[src/rtl/four_operand_serial_adder.sv]
// Bit-serial four-operand adder: one six-input column cell reused over WIDTH+2 clocks,
// with parallel operand load and parallel result return on valid/ready handshakes.
module four_operand_serial_adder #(
    parameter int unsigned WIDTH  = 8,
    parameter int unsigned SIGNED = 0
) (
    input  logic               clk_in,
    input  logic               rst_n_in,
    input  logic               op_valid_in,
    output logic               op_ready_out,
    input  logic [WIDTH-1:0]   a0_in,
    input  logic [WIDTH-1:0]   a1_in,
    input  logic [WIDTH-1:0]   a2_in,
    input  logic [WIDTH-1:0]   a3_in,
    output logic               sum_valid_out,
    input  logic               sum_ready_in,
    output logic [WIDTH+1:0]   sum_out,
    output logic               busy_out
);

    localparam int unsigned RW   = WIDTH + 2;
    localparam int unsigned CW   = $clog2(WIDTH + 2);
    localparam int unsigned LAST = WIDTH + 1;

    typedef enum logic [1:0] {
        IDLE = 2'd0,
        RUN  = 2'd1,
        DONE = 2'd2
    } state_t;

    state_t           state_q;
    state_t           state_d;
    logic [CW-1:0]    cnt_q;
    logic [WIDTH-1:0] sh0_q, sh1_q, sh2_q, sh3_q;
    logic             c0_q;
    logic             c1_dly_q;
    logic             c1_q;
    logic [2:0]       col_c;
    logic             accept_c;

    // Right shift that refills the top with the sign bit (signed) or zero (unsigned),
    // so bit 0 naturally supplies the extension bits for columns WIDTH and WIDTH+1.
    function automatic logic [WIDTH-1:0] ext_shift(input logic [WIDTH-1:0] v);
        logic [WIDTH:0] t;
        t = {(SIGNED != 0) & v[WIDTH-1], v};
        return t[WIDTH:1];
    endfunction

    assign accept_c = (state_q == IDLE) && op_valid_in;

    // Six-input column cell: four operand bits plus weight-2 and weight-4 carries.
    always_comb begin
        col_c = 3'(sh0_q[0]) + 3'(sh1_q[0]) + 3'(sh2_q[0]) + 3'(sh3_q[0])
              + 3'(c0_q) + 3'(c1_q);
    end

    always_comb begin
        state_d = state_q;
        case (state_q)
            IDLE:    if (op_valid_in)             state_d = RUN;
            RUN:     if (cnt_q == CW'(LAST))      state_d = DONE;
            DONE:    if (sum_ready_in)            state_d = IDLE;
            default:                              state_d = IDLE;
        endcase
    end

    // State register with the handshake flags registered from the next state.
    always_ff @(posedge clk_in or negedge rst_n_in) begin
        if (!rst_n_in) begin
            state_q       <= IDLE;
            op_ready_out  <= 1'b1;
            sum_valid_out <= 1'b0;
            busy_out      <= 1'b0;
        end else begin
            state_q       <= state_d;
            op_ready_out  <= (state_d == IDLE);
            sum_valid_out <= (state_d == DONE);
            busy_out      <= (state_d != IDLE);
        end
    end

    // Serial datapath: operand shifters, carry registers, result shifter, column counter.
    always_ff @(posedge clk_in or negedge rst_n_in) begin
        if (!rst_n_in) begin
            sh0_q    <= '0;
            sh1_q    <= '0;
            sh2_q    <= '0;
            sh3_q    <= '0;
            c0_q     <= 1'b0;
            c1_dly_q <= 1'b0;
            c1_q     <= 1'b0;
            cnt_q    <= '0;
            sum_out  <= '0;
        end else if (accept_c) begin
            sh0_q    <= a0_in;
            sh1_q    <= a1_in;
            sh2_q    <= a2_in;
            sh3_q    <= a3_in;
            c0_q     <= 1'b0;
            c1_dly_q <= 1'b0;
            c1_q     <= 1'b0;
            cnt_q    <= '0;
        end else if (state_q == RUN) begin
            sh0_q    <= ext_shift(sh0_q);
            sh1_q    <= ext_shift(sh1_q);
            sh2_q    <= ext_shift(sh2_q);
            sh3_q    <= ext_shift(sh3_q);
            c0_q     <= col_c[1];
            c1_dly_q <= col_c[2];
            c1_q     <= c1_dly_q;
            cnt_q    <= cnt_q + CW'(1);
            sum_out  <= {col_c[0], sum_out[RW-1:1]};
        end
    end

endmodule
[config.mk]
export PLATFORM = sky130hd
export DESIGN_NAME = four_operand_serial_adder
export DESIGN_NICKNAME = d
export VERILOG_FILES = /design/src/rtl/four_operand_serial_adder.sv
export SDC_FILE = /design/constraint.sdc
export NUM_CORES = 1
export LEC_CHECK = 0
export CAP_MARGIN = 20
export CORE_MARGIN = 2
export CORE_UTILIZATION = 40
export CTS_BUF_LIST = sky130_fd_sc_hd__clkbuf_16
export CTS_CLUSTER_SIZE = 14
export DETAILED_ROUTE_END_ITERATION = 8
export PLACE_DENSITY = 0.76
export SYNTH_ARGS = -nofsm -noshare
export SYNTH_HDL_FRONTEND = slang
export SYNTH_SLANG_ARGS = --single-unit
[constraint.sdc]
create_clock -name clk_in -period 6.3 [get_ports clk_in]
set_input_delay 0.945 -clock clk_in [delete_from_list [all_inputs] [get_ports clk_in]]
set_output_delay 0.945 -clock clk_in [all_outputs]
set_load 0.05 [all_outputs]
### Yosys cells after proc, flatten, opt, wreduce, memory -nomap -nowiden

Index checks and enable logic that the tools add are counted.

* logic and storage cells: 50
* bits in registers: 54
* output and inout port bits: 13

* reduce and logical (&&, ||, !) cells: 6
* mux-type cells: 20
* bitwise operators: 1
* $add $sub $neg: 6
* equal/unequal tests: 4

Operators with widths (number)
* 8-bit 2-to-1 mux: 8
* 3-bit by 1-bit adder with 3-bit output: 3
* 4-bit 2-to-1 mux: 2
* 1-bit 2-to-1 mux: 6
* 2-bit 2-to-1 mux: 3
* 2-bit one-hot mux with 3 select lines: 1
* 4-bit by 1-bit adder with 4-bit output, second input constant: 1
* 2-bit equality test, second input constant: 2
* 4-bit equality test, second input constant: 1
* 2-bit zero test: 2
* 2-bit nonzero test: 2
* 2-bit by 1-bit adder with 3-bit output: 1
* 1-bit by 1-bit adder with 2-bit output: 1
* 2-bit by 1-bit equality test with 1-bit output, second input constant: 1
* 2-bit AND reduction: 1
* 1-bit logical AND: 1
* 1-bit inverter: 1

### Depth between registers and ports, before layout

* word-level depth: 7
* mapped depth: 8

### Least setup slack after synthesis

Ideal clock, no wire load.

* path type: reg-to-reg
* from: reg sh0_q[0]
* to: reg c1_dly_q
* clock period less this slack: 2.298 ns
* arrival: 2.177 ns
* library setup time: 0.121 ns
* path buffers: 0
* stages on the path, launching flop included: 8
* setup slack: 4.002 ns
* required time: 6.179 ns
* path through: dfrtp_1 fa_1 inv_1 fa_1 inv_1 ha_1 fa_1 a22o_1

* cells in the longest elaborated chain, start to end: 7

Ends and longest elaborated chain
* start, declared: line 34 `logic [WIDTH-1:0] sh0_q, sh1_q, sh2_q, sh3_q;`
* start signal, assigned: line 95 `sh0_q <= a0_in;`
* start signal, assigned: line 104 `sh0_q <= ext_shift(sh0_q);`
* 1-bit by 1-bit adder with 2-bit output: line 53 `col_c = 3'(sh0_q[0]) + 3'(sh1_q[0]) + 3'(sh2_q[0]) + 3'(sh3_q[0])`
* 2-bit by 1-bit adder with 3-bit output: line 53
* 3-bit by 1-bit adder with 3-bit output: line 53
* 3-bit by 1-bit adder with 3-bit output (2 in series): line 54 `+ 3'(c0_q) + 3'(c1_q);`
* 1-bit 2-to-1 mux: line 103 `end else if (state_q == RUN) begin`
* 1-bit 2-to-1 mux: line 94 `end else if (accept_c) begin`
* end signal, assigned: line 109 `c1_dly_q <= col_c[2];`
* end, declared: line 36 `logic c1_dly_q;`

Every way passes these cells. The select of a mux whose other input is x is not followed.
A chain may end at the register's enable or synchronous reset.

### Worst setup path in the final report

* from: in op_valid_in
* to: reg sh0_q[1]

* cells in the longest elaborated chain, start to end: 2
* elaborated cells on any way between the ends: 3

Ends and longest elaborated chain
* start, declared: line 9 `input logic op_valid_in,`
* 1-bit logical AND *: line 49 `assign accept_c = (state_q == IDLE) && op_valid_in;`
* 8-bit 2-to-1 mux or 2-bit nonzero test (tied branches)

Every way passes the cells marked *; elsewhere a longest branch is shown, timed or not.

==> impl_metrics.tcl <==
set metrics [dict create \
    reg2reg_slack_ns 3.84 \
    synth_nets 316 \
    cp_data_required_time_ns 6.51 \
    portBuffers 48 \
    antenna_found_initial 0 \
    clockRootBuffer "clkbuf_16" \
    yosysWarnings 0 \
    fillerInstances 598 \
    holdWs_ns 0.4815 \
    dr.pass1.iters 4 \
    avgSynthCellArea_um2 9.731 \
    drtAntennaViolNets 0 \
    cap_violations 0 \
    fin_util_pct 51.06 \
    grt_pass1_wl_um 9087 \
    finalWorstPathRequiredPeriod_ns 2.714 \
    max_freq_ghz 0.3684 \
    ys_seq_area_share_pct 50.73 \
    drive_gt1_share_pct 5.751 \
    synth_edf_count 0 \
    seqCellArea_mm2 0.001353 \
    tns_ns 0 \
    r2r_start "sh0_q[0]" \
    clock-sinks 54 \
    post_cts_buffers 0 \
    grt_pass1_vias 1874 \
    crit_path_start_kind "input port" \
    dp_hpwl_um 3533 \
    drc_errors 0 \
    yosysUniqueCellTypes 29 \
    cts_tree "yes" \
    layout_commonest_cell "dfrtp_1" \
    gr-usage-all-layers_pct 15.73 \
    final_max_slew_viol_count 0 \
    min_to "sum_out[0]" \
    async_reset_ff_share_pct 100.0 \
    gr-total-overflow 0 \
    start_util_pct 41.75 \
    crit_type "input port to flop" \
    end_kind "flop" \
    io_pins 49 \
    cts_hold_buf 0 \
    hold_path_depth 2 \
    mostFrequentLayoutCells "dfrtp_1, clkdlybuf4s50_1, nand2_1" \
    antenna_cells 0 \
    worstPathArrival_ns 2.93 \
    row_count 29 \
    nets 354 \
    r2r_cells 8 \
    htree_levels 2 \
    wl_um 5678 \
    fp.dieH_um 85.65 \
    setup-violations-final 0 \
    vias 2064 \
    finalCritPeriodShare_pct 43.09 \
    multiInputGateArea_mm2 0.001131 \
    clock_skew_ns 0.005716 \
    slew_headroom_pct 35.94 \
    dr.first_iter.drc_count 118 \
    ys.flop_type "dfrtp_1" \
    via_per_inst 5.292 \
    die-area_mm2 0.007335 \
    fp.dieW_um 85.65 \
    synthToLayoutAreaGrowth_pct 22.29 \
    cts_made_buffers 5 \
    wl_per_cell_um 14.56 \
    power_density_mw_per_mm2 458.9 \
    peakVddDrop_v 0.0002490 \
    hold_viol 0 \
    syn-cell-area_mm2 0.002666 \
    leakage_uw 0.001411 \
    place.gp.congestion 0.7505 \
    min-delay-start "sum_out[0]" \
    status "completed" \
    worstReg2RegEnd "c0_q" \
    crit_fanout 34 \
    hold_path.class "flop to flop" \
    synth_seq_cells 54 \
    core-area_mm2 0.006386 \
    tightest_slew_ns 0.9588 \
    grt_max_degree 55 \
    postSynthCellCount 274 \
    rsz0062_at_grt "false" \
    cts_buffer_depth 2 \
    insertion_delay_ns 0.29 \
    power_uw 1496 \
    clkTransAtPathRegs_ns 0.07 \
    cts_resized 0 \
]
## area by class of cell
type,count,share of cell area [%]
multi-input combinational,190,34.69
tap,77,2.955
timing repair buffer,53,15.73
sequential,54,41.48
clock buffer,5,3.837
inverter,8,0.9210
clock inverter,3,0.3837
## how the worst max path moves through the flow
stage	startpoint	cells after the start	slack (ns)	endpoint
after CTS	op_valid_in	6	3.58	sh0_q[7]
final	op_valid_in	6	3.59	sh0_q[1]
after global routing	op_valid_in	6	3.38	sh3_q[2]
after floorplan	sh0_q[0]	7	4.00	c1_dly_q
after global placement	op_valid_in	6	3.32	sh0_q[1]
after detailed placement	op_valid_in	6	3.28	sh0_q[7]
## where the power goes
part | internal (uW) | switching (uW)
registers | 481 | 102
logic | 255 | 394
clock network | 144 | 119
## sequential cells by signal (all words and copies together) (netlist names), 2 cells and up
register / flops
sh3_q: 8
sh1_q: 8
state_q: 2
sh2_q: 8
sum_out: 10
cnt_q: 4
sh0_q: 8
## through the flow
| stage | area (um^2) | worst slack, ns | std cells |
|---|---|---|---|
| detailed placement | 3123 | 3.284 | 382 |
| CTS | 3261 | 3.583 | 390 |
| global route | 3261 | 3.375 | 390 |
| floorplan | 2666 | 4.002 | 274 |
| finish | 3261 | 3.586 | 390 |
| global placement | 3123 | 3.317 | 382 |
## cells in the mapped netlist (3+ instances only)
cell	n	share of area, %
dfrtp_1	53	50
nand2_1	39	5.5
a21oi_1	33	6.2
nor2b_1	33	7.7
o21ai_1	32	6.0
a22oi_1	28	7.9
clkbuf_1	10	1.4
buf_6	8	3.4
inv_1	7	0.99
buf_4	3	0.84
fa_1	3	2.3
ha_1	3	1.4
o21ai_0	3	0.56
## logic make-up (layout without fill, tap and decap cells)
family	count (synthesis)	after routing	synth area share, %
flip-flops	54	54	50.73
multiplexers	1	1	0.3754
AO/OA/AOI/OAI	104	104	23.09
AND/OR/NAND/NOR	79	79	15.20
buffers and inverters	30	69	6.945
adder cells (fa/ha/maj)	6	6	3.660
## routing by layer
layer / part of all wire [%] / GRT usage, %
met1: 47 / 21.98
met5: 0 / 0
met3: 4.0 / 3.080
met4: 1.8 / 6.494
met2: 47 / 24.08
## worst max-delay path, stage by stage
cell	delay, ns
clkdlybuf4s50_1	0.46
buf_4	0.33
nor2b_2	0.62
buf_4	0.33
a21oi_1	0.10
o21ai_1	0.13
No activity file was read; power rests on OpenSTA's default activity.
